File: config.mk
export PLATFORM = sky130hd
export DESIGN_NAME = instr_sequencer_flat
export DESIGN_NICKNAME = d
export VERILOG_FILES = /design/src/rtl/instr_sequencer_if.sv /design/src/rtl/instr_sequencer.sv /design/src/flat_wrapper.sv
export SDC_FILE = /design/constraint.sdc
export NUM_CORES = 1
export LEC_CHECK = 0
export BUFFER_PORTS_ARGS = -buffer_cell sky130_fd_sc_hd__clkbuf_2
export CORE_MARGIN = 8
export CORE_UTILIZATION = 49
export DETAILED_ROUTE_END_ITERATION = 8
export PLACE_DENSITY = 0.88
export SETUP_SLACK_MARGIN = 0.3
export SLEW_MARGIN = 20
export SYNTH_ARGS = -nofsm -noshare
export SYNTH_HDL_FRONTEND = slang
export SYNTH_SLANG_ARGS = --single-unit
File: constraint.sdc
create_clock -name CLK -period 1.5 [get_ports CLK]
set_clock_uncertainty 0.05 [all_clocks]
set_input_delay 0.3 -clock CLK [delete_from_list [all_inputs] [get_ports CLK]]
set_output_delay 0.3 -clock CLK [all_outputs]
set_load 0.005 [all_outputs]
File: src/rtl/instr_sequencer_if.sv
// Sequencer bus: instruction/flag inputs from the datapath and the
// control strobes back to it. The master side is the sequencer.
interface instr_sequencer_if;
    logic [7:0] Rom_Data;
    logic [3:0] Pc;
    logic       Carry_N;
    logic       Step;
    logic [3:0] Load_N;
    logic       Sel_A;
    logic       Sel_B;
    logic [3:0] Im;
    logic       Exec_En;
    logic       Halted;
    logic       Illegal;

    modport master (
        input  Rom_Data, Pc, Carry_N, Step,
        output Load_N, Sel_A, Sel_B, Im, Exec_En, Halted, Illegal
    );

    modport slave (
        output Rom_Data, Pc, Carry_N, Step,
        input  Load_N, Sel_A, Sel_B, Im, Exec_En, Halted, Illegal
    );
endinterface

File: src/rtl/instr_sequencer.sv
// Instruction sequencer for a 4-bit accumulator CPU.
// Runs FETCH -> DECODE -> EXECUTE, three clocks per instruction, and drives
// the register load strobes, data-selector bits and the immediate field.
// A JMP to its own address parks the sequencer in HALT until reset
// (HALT_DETECT = 1).
// Optional feature: define SEQ_SINGLE_STEP_EN to run one instruction per
// Step pulse, with the sequencer returning to IDLE after each EXECUTE.
module instr_sequencer #(
    parameter int HALT_DETECT = 1
) (
    input  logic                CLK,
    input  logic                CLR,
    instr_sequencer_if.master   bus
);

    typedef enum logic [2:0] {
        ST_IDLE    = 3'd0,
        ST_FETCH   = 3'd1,
        ST_DECODE  = 3'd2,
        ST_EXECUTE = 3'd3,
        ST_HALT    = 3'd4
    } state_t;

    state_t      state_r;
    logic [7:0]  ir_r;
    logic        halt_pend_r;
    logic [3:0]  load_n_r;
    logic        sel_a_r;
    logic        sel_b_r;
    logic        exec_en_r;
    logic        halted_r;
    logic        illegal_r;

    logic [6:0]  dec_s;
    logic        halt_hit_s;

    // Opcode decode, packed as {sel_b, sel_a, load_n[3:0], illegal}.
    // Load strobe order is [0] A, [1] B, [2] OUT, [3] PC, active low.
    function automatic logic [6:0] decode_f(input logic [3:0] op, input logic carry_n);
        logic [6:0] r;
        case (op)
            4'b0000: r = {2'b00, 4'b1110, 1'b0};   // ADD A,Im
            4'b0001: r = {2'b01, 4'b1110, 1'b0};   // MOV A,B
            4'b0010: r = {2'b10, 4'b1110, 1'b0};   // IN  A
            4'b0011: r = {2'b11, 4'b1110, 1'b0};   // MOV A,Im
            4'b0100: r = {2'b00, 4'b1101, 1'b0};   // MOV B,A
            4'b0101: r = {2'b01, 4'b1101, 1'b0};   // ADD B,Im
            4'b0110: r = {2'b10, 4'b1101, 1'b0};   // IN  B
            4'b0111: r = {2'b11, 4'b1101, 1'b0};   // MOV B,Im
            4'b1001: r = {2'b01, 4'b1011, 1'b0};   // OUT B
            4'b1011: r = {2'b11, 4'b1011, 1'b0};   // OUT Im
            4'b1111: r = {2'b11, 4'b0111, 1'b0};   // JMP
            // JNC: a taken-not jump is a plain NOP, not an illegal opcode
            4'b1110: r = carry_n ? {2'b11, 4'b0111, 1'b0} : {2'b11, 4'b1111, 1'b0};
            // 1000, 1010, 1100, 1101: undefined, executed as flagged NOPs
            default: r = {2'b11, 4'b1111, 1'b1};
        endcase
        return r;
    endfunction

    // Decode the latched instruction against the live carry flag and PC
    always_comb begin
        dec_s = decode_f(ir_r[7:4], bus.Carry_N);
        if ((HALT_DETECT != 0) && (ir_r[7:4] == 4'b1111) && (ir_r[3:0] == bus.Pc)) begin
            halt_hit_s = 1'b1;
        end else begin
            halt_hit_s = 1'b0;
        end
    end

    // Sequencer FSM with all control outputs registered
    always_ff @(posedge CLK or negedge CLR) begin
        if (!CLR) begin
            state_r     <= ST_IDLE;
            ir_r        <= 8'h00;
            halt_pend_r <= 1'b0;
            load_n_r    <= 4'b1111;
            sel_a_r     <= 1'b0;
            sel_b_r     <= 1'b0;
            exec_en_r   <= 1'b0;
            halted_r    <= 1'b0;
            illegal_r   <= 1'b0;
        end else begin
            case (state_r)
                ST_IDLE: begin
                    load_n_r  <= 4'b1111;
                    exec_en_r <= 1'b0;
                    illegal_r <= 1'b0;
`ifdef SEQ_SINGLE_STEP_EN
                    if (bus.Step) begin
                        state_r <= ST_FETCH;
                    end else begin
                        state_r <= ST_IDLE;
                    end
`else
                    state_r <= ST_FETCH;
`endif
                end
                ST_FETCH: begin
                    ir_r    <= bus.Rom_Data;
                    state_r <= ST_DECODE;
                end
                ST_DECODE: begin
                    // Carry and PC are sampled here only; later changes do
                    // not alter the instruction in flight.
                    sel_b_r     <= dec_s[6];
                    sel_a_r     <= dec_s[5];
                    load_n_r    <= dec_s[4:1];
                    illegal_r   <= dec_s[0];
                    exec_en_r   <= 1'b1;
                    halt_pend_r <= halt_hit_s;
                    state_r     <= ST_EXECUTE;
                end
                ST_EXECUTE: begin
                    load_n_r    <= 4'b1111;
                    exec_en_r   <= 1'b0;
                    illegal_r   <= 1'b0;
                    halt_pend_r <= 1'b0;
                    if (halt_pend_r) begin
                        halted_r <= 1'b1;
                        state_r  <= ST_HALT;
                    end else begin
`ifdef SEQ_SINGLE_STEP_EN
                        state_r <= ST_IDLE;
`else
                        state_r <= ST_FETCH;
`endif
                    end
                end
                ST_HALT: begin
                    load_n_r  <= 4'b1111;
                    exec_en_r <= 1'b0;
                    illegal_r <= 1'b0;
                    halted_r  <= 1'b1;
                    state_r   <= ST_HALT;
                end
                default: begin
                    load_n_r    <= 4'b1111;
                    exec_en_r   <= 1'b0;
                    illegal_r   <= 1'b0;
                    halted_r    <= 1'b0;
                    halt_pend_r <= 1'b0;
                    state_r     <= ST_IDLE;
                end
            endcase
        end
    end

`ifndef SEQ_SINGLE_STEP_EN
    // Step has no function when the sequencer free-runs
    logic unused_step_s;
    assign unused_step_s = bus.Step;
`endif

    assign bus.Load_N  = load_n_r;
    assign bus.Sel_A   = sel_a_r;
    assign bus.Sel_B   = sel_b_r;
    assign bus.Im      = ir_r[3:0];
    assign bus.Exec_En = exec_en_r;
    assign bus.Halted  = halted_r;
    assign bus.Illegal = illegal_r;

endmodule

File: src/flat_wrapper.sv
// flat-port wrapper written by rule: the top's interface ports become plain ports
module instr_sequencer_flat 
#(
    parameter int HALT_DETECT = 1
)
  (CLK, CLR, bus_Rom_Data, bus_Pc, bus_Carry_N, bus_Step, bus_Load_N, bus_Sel_A, bus_Sel_B, bus_Im, bus_Exec_En, bus_Halted, bus_Illegal);
  instr_sequencer_if bus_i ();
  input  logic CLK;
  input  logic CLR;
  input wire logic [$bits(bus_i.Rom_Data)-1:0] bus_Rom_Data;
  input wire logic [$bits(bus_i.Pc)-1:0] bus_Pc;
  input wire logic [$bits(bus_i.Carry_N)-1:0] bus_Carry_N;
  input wire logic [$bits(bus_i.Step)-1:0] bus_Step;
  output wire logic [$bits(bus_i.Load_N)-1:0] bus_Load_N;
  output wire logic [$bits(bus_i.Sel_A)-1:0] bus_Sel_A;
  output wire logic [$bits(bus_i.Sel_B)-1:0] bus_Sel_B;
  output wire logic [$bits(bus_i.Im)-1:0] bus_Im;
  output wire logic [$bits(bus_i.Exec_En)-1:0] bus_Exec_En;
  output wire logic [$bits(bus_i.Halted)-1:0] bus_Halted;
  output wire logic [$bits(bus_i.Illegal)-1:0] bus_Illegal;
  assign bus_i.Rom_Data = bus_Rom_Data;
  assign bus_i.Pc = bus_Pc;
  assign bus_i.Carry_N = bus_Carry_N;
  assign bus_i.Step = bus_Step;
  assign bus_Load_N = bus_i.Load_N;
  assign bus_Sel_A = bus_i.Sel_A;
  assign bus_Sel_B = bus_i.Sel_B;
  assign bus_Im = bus_i.Im;
  assign bus_Exec_En = bus_i.Exec_En;
  assign bus_Halted = bus_i.Halted;
  assign bus_Illegal = bus_i.Illegal;
  instr_sequencer #(.HALT_DETECT(HALT_DETECT)) u_core (.CLK(CLK), .CLR(CLR), .bus(bus_i));
endmodule
# == After elaboration in Yosys (flattened, before gate mapping) ==
# Cells that the tools add are included.
# word_totals
ff_bits,21
inputBits,16
output_inout_bits,13
word_cells,44
# classes
eq_ne,17
mux,11
bitwise,1
reduce_logical,6
# op_table
op,n
7-bit one-hot mux with 12 select lines,1
4-bit by 3-bit equality test with 1-bit output (second input constant),4
4-bit equality test (second input constant),4
3-bit one-hot mux with 5 select lines,1
4-bit by 2-bit equality test with 1-bit output (second input constant),2
4-bit one-hot mux with 2 select lines,1
3-bit by 2-bit equality test with 1-bit output (second input constant),2
1-bit one-hot mux with 2 select lines,3
3-bit OR reduction,2
5-bit two-way mux,1
4-bit by 1-bit equality test with 1-bit output (second input constant),1
4-bit equality test,1
4-bit logical NOT,1
3-bit by 1-bit equality test with 1-bit output (second input constant),1
3-bit equality test (second input constant),1
3-bit logical NOT,1
3-bit two-way mux,1
1-bit one-hot mux with 3 select lines,1
1-bit two-way mux,2
2-bit by 1-bit inequality test with 1-bit output (second input constant),1
2-bit AND reduction,1
1-bit logical AND,1
1-bit NOT,1

# == Logic depth before layout (Yosys ltp) ==
# logic_depth
ltp_word,4
depth_mapped,5
depth_no_buf,3

# == Worst setup path before layout ==
# Ideal clock, no wire load.
# synth_path
path_type,reg-to-reg
from,reg u_core.state_r[2]
to,"reg u_core.load_n_r[3], in the netlist u_core.bus.Load_N[3]"
setup_time_ps,78
arrival_ps,1208
path_slack_ps,164
path_stages_with_launch,5
path_buffers,2
synth_period_minus_slack_ps,1336
path_cell_list,dfrtp_1 buf_6 or3b_1 buf_2 o22a_2
# synth_via
elab_chain_len,2
elab_cells_between_ends,3
cone_classes,eq/ne (2); mux (1)
# synth_rtl
item,line,text
"start, declared",instr_sequencer.sv:24,state_t state_r;
"start signal, assigned",instr_sequencer.sv:74,state_r <= ST_IDLE;
"start signal, assigned",instr_sequencer.sv:96,state_r <= ST_FETCH;
"start signal, assigned",instr_sequencer.sv:101,state_r <= ST_DECODE;
3-bit by 2-bit equality test with 1-bit output / 3-bit by 1-bit equality test with 1-bit output (equally long branches),instr_sequencer.sv:84,case (state_r)
4-bit one-hot mux with 2 select lines,instr_sequencer.sv:84,
"end signal, assigned",instr_sequencer.sv:108,load_n_r <= dec_s[4:1];
"end, declared",instr_sequencer.sv:27,logic [3:0] load_n_r;
# Parallel ways exist; a longest one is shown, timed or not.
# A chain may end at the register's enable or synchronous reset.

# == Final worst setup path ==
# layout_path
from,reg u_core.state_r[2]
to,"reg u_core.load_n_r[1], in the netlist u_core.bus.Load_N[1]"
# Same word-level chain as after synthesis.

==> summary.txt <==
Clock tree
  • H-Tree Level Count: 1
  • TritonCTS Sinks: 21
  • Clk slew on worst S/H paths: approximately 0.12 ns
  • Worst-Skew Late Latency: roughly 0.31 ns
  • Clock Tree Buf Depth: 2
  • Root buf cell: clkbuf_4
  • TritonCTS Buffers: 3
  • CTS tree: done

Place
  • PortBufs: 27
  • Dpl cells: 147
  • DP Wirelength: ~1500 um
  • Gp weighted congestion: 0.799

Floorplan
  • CORE AREA: 1920 sq um
  • Die W: between 60 and 70 um
  • Die height: 60.5 um
  • I/O pins: 29
  • # rows: 16
  • Die area: 3650 sq um
  • Initial Util: between 50% and 60%

Synth
  • Post-synthesis cell type count: 27
  • Mapped Nets: 111
  • Post-Syn Instances: 95
  • Seq cells post-synth: 21
  • Syn. warnings: 0
  • Sequential share of the synthesized area: 54.8%
  • Most frequently used flop master after synthesis: dfrtp_1
  • Post-synth EDFFs: 0
  • Mean post-synth cell area: 10.2 sq um
  • Post-synth ARST share: 100%
  • Post-Syn Area: 968 sq um

Worst setup path
  • Critical-path top delay cell: dfrtp_2
  • CP arrival: around 1.5 ns
  • Critical Path End Type: flip-flop
  • Crit-path max cell delay: 0.47 ns
  • Reg2Reg Depth: 4
  • Crit path buf inv count: 1
  • CP Launch Point: u_core.state_r[2]$_DFF_PN0_
  • Worst R2R End: u_core.bus.Load_N[1]$_DFFE_PN1N_
  • CP cell instances: or3b_4 > buf_6 > nor2_1 > a31oi_1
  • Critical path depth: 4
  • R2R Setup Slk: approximately 0.16 ns
  • Worst EP required: 1.68 ns
  • Top Family by Delay on Critical Path: simple AND/OR/NAND/NOR gates
  • CP Capture Point: u_core.bus.Load_N[1]$_DFFE_PN1N_
  • Startpoint types: flip-flop
  • R2R Path Start: u_core.state_r[2]$_DFF_PN0_
  • Kind of critical path: flip-flop to flip-flop
  • Worst-path fanout max: 5

Routing
  • Routed wire length: 2480 um
  • Vias: 835
  • Average vias per placed instance: between 5 and 6
  • Per-cell routed wire length: 15.0 um
  • Drt initial violations: 23
  • Final ANT Viol Nets: 0
  • DRC viols: 0
  • TritonRoute pass-1 iters: 5

Timing
  • Unrepaired setup endpoints after global routing: yes
  • Endpoints failing hold: 0
  • Finish-stage setup viols: 0
  • Worst-Margin Slew: 0.503 ns
  • Final-report max-slew violation count: 0
  • Setup TNS: 0 ns
  • Final Critical Period: 1.34 ns
  • Rel. slew slack: 66.4%
  • Final period util: 89.2%
  • Fmax: between 700 and 800 MHz

Finish
  • # diodes: 0
  • Fraction of layout cells with a size suffix above 1: 54.3%
  • Layout Nets: 155
  • Filler instances: 159
  • Commonest non-fill, non-tap cell in the layout: clkbuf_2
  • Non-Filler Instances: between 150 and 200
  • Layout area overhead: 37.9%
  • Most frequent cells in the layout: clkbuf_2, nand2_1, dfrtp_1

Power and ir drop
  • VDD IR max: 0.00135 V
  • Leakage: 0.655 nW
  • Pwr dens: 1990 nW/um^2

Global routing
  • Number of global-route vias before repair: 844
  • Initial antenna violation count: 0
  • Remaining Overflow, GRT: 0
  • First-pass GRT wire length: 3880 um
  • Largest net degree at the start of global routing: 22
  • GRT Total Usage: between 10 and 15%

Hold path
  • Hold_sp: bus_Rom_Data[0]
  • Hold Crit Depth: 3
  • Tightest Hold Check Type: input pin to flip-flop

Run status
  • Status: completed

Flow run
  • Maxcap violations: 0
-- power by group --
group	switching, mW	internal (mW)	leakage [nW]	total (mW)
clock	0.178	0.0998	0.0177	0.278
sequential	0.203	0.794	0.250	0.997
combinational	0.646	0.730	0.387	1.38
-- what timing repair did --
item	CTS	global route
gates resized for setup	17	13
buffers inserted	8	4
gates cloned	1	0
pin swaps	6	12
endpoints found under the hold margin	17	0
endpoints found under the setup margin	25	29
hold buffers	1	0
-- cell usage after synthesis (all sizes together), types with 2 or more instances --
library cell	number	area share [%]
a21oi	3	1.5
a31oi	3	1.9
dfrtp	17	44
inv	3	1.2
xnor2	5	4.5
o21ai	3	1.5
nand2	26	10
dfstp	4	11
buf	9	7.2
nor3b	2	2.7
nor2	7	2.7
-- stage by stage --
| step | hold WS (ns) | util, % | cell area, sq um | setup WS [ns] | power (mW) |
|---|---|---|---|---|---|
| floorplan | -0.0456 | - | 978 | 0.174 | 1.65 |
| global placement | 0.236 | 58.3 | 1120 | 0.188 | 1.86 |
| detailed placement | 0.247 | 58.3 | 1120 | 0.173 | 1.90 |
| CTS | 0.125 | 66.3 | 1270 | 0.173 | 2.45 |
| global route | 0.120 | 69.5 | 1340 | 0.128 | 2.83 |
| finish | 0.120 | 69.5 | 1340 | 0.161 | 2.65 |
-- worst min path at each step --
| stage | end | slack, ns |
|---|---|---|
| finish | u_core.ir_r[0]$_DFFE_PN0P_ | 0.12 |
| global route | u_core.ir_r[0]$_DFFE_PN0P_ | 0.12 |
| CTS | u_core.ir_r[0]$_DFFE_PN0P_ | 0.13 |
| detailed placement | u_core.bus.Sel_B$_DFFE_PN0P_ | 0.25 |
| global placement | u_core.bus.Sel_B$_DFFE_PN0P_ | 0.24 |
| floorplan | u_core.bus.Exec_En$_DFFE_PN0N_ | -0.05 |
-- layout make-up --
cell class                 count  area, sq um  share of cell area (%)
sequential                    21          533                    39.9
multi-input combinational     62          404                    30.3
timing repair buffer          48          325                    24.4
tap                           27         33.8                    2.53
clock inverter                 1         5.00                   0.375
inverter                       3         11.3                   0.843
clock buffer                   3         22.5                    1.69
-- sequential cells by signal, summed over array words and instances, names as in the netlist --
signal and count:
u_core.bus.Exec_En 1, u_core.bus.Halted 1, u_core.bus.Illegal 1, u_core.bus.Load_N 4
u_core.bus.Sel_A 1, u_core.bus.Sel_B 1, u_core.halt_pend_r 1, u_core.ir_r 8
u_core.state_r 3
-- tightest hold or removal path: cells and delay by family --
kind,cells,cell delay [ns]
simple gates,2,0.09
buf+inv,1,0.07
-- cell families after synthesis --
group	Yosys count	synth area share [%]
AOI/OAI and AO/OA	15	11.0
xor gates and xnor gates	5	4.52
buffers and inverters	12	8.40
DFF	21	54.8
and+or+nand+nor	42	21.3
-- metal layers --
layer  share of wire (%)  routed length [um]  track usage (%)
met1                  42                1030             16.7
met2                  50                1230             24.2
met3                 7.5                 185             3.60
met4                 1.4                  34             5.98
met5                   0                   0                0
(Power assumes the default switching activity.)
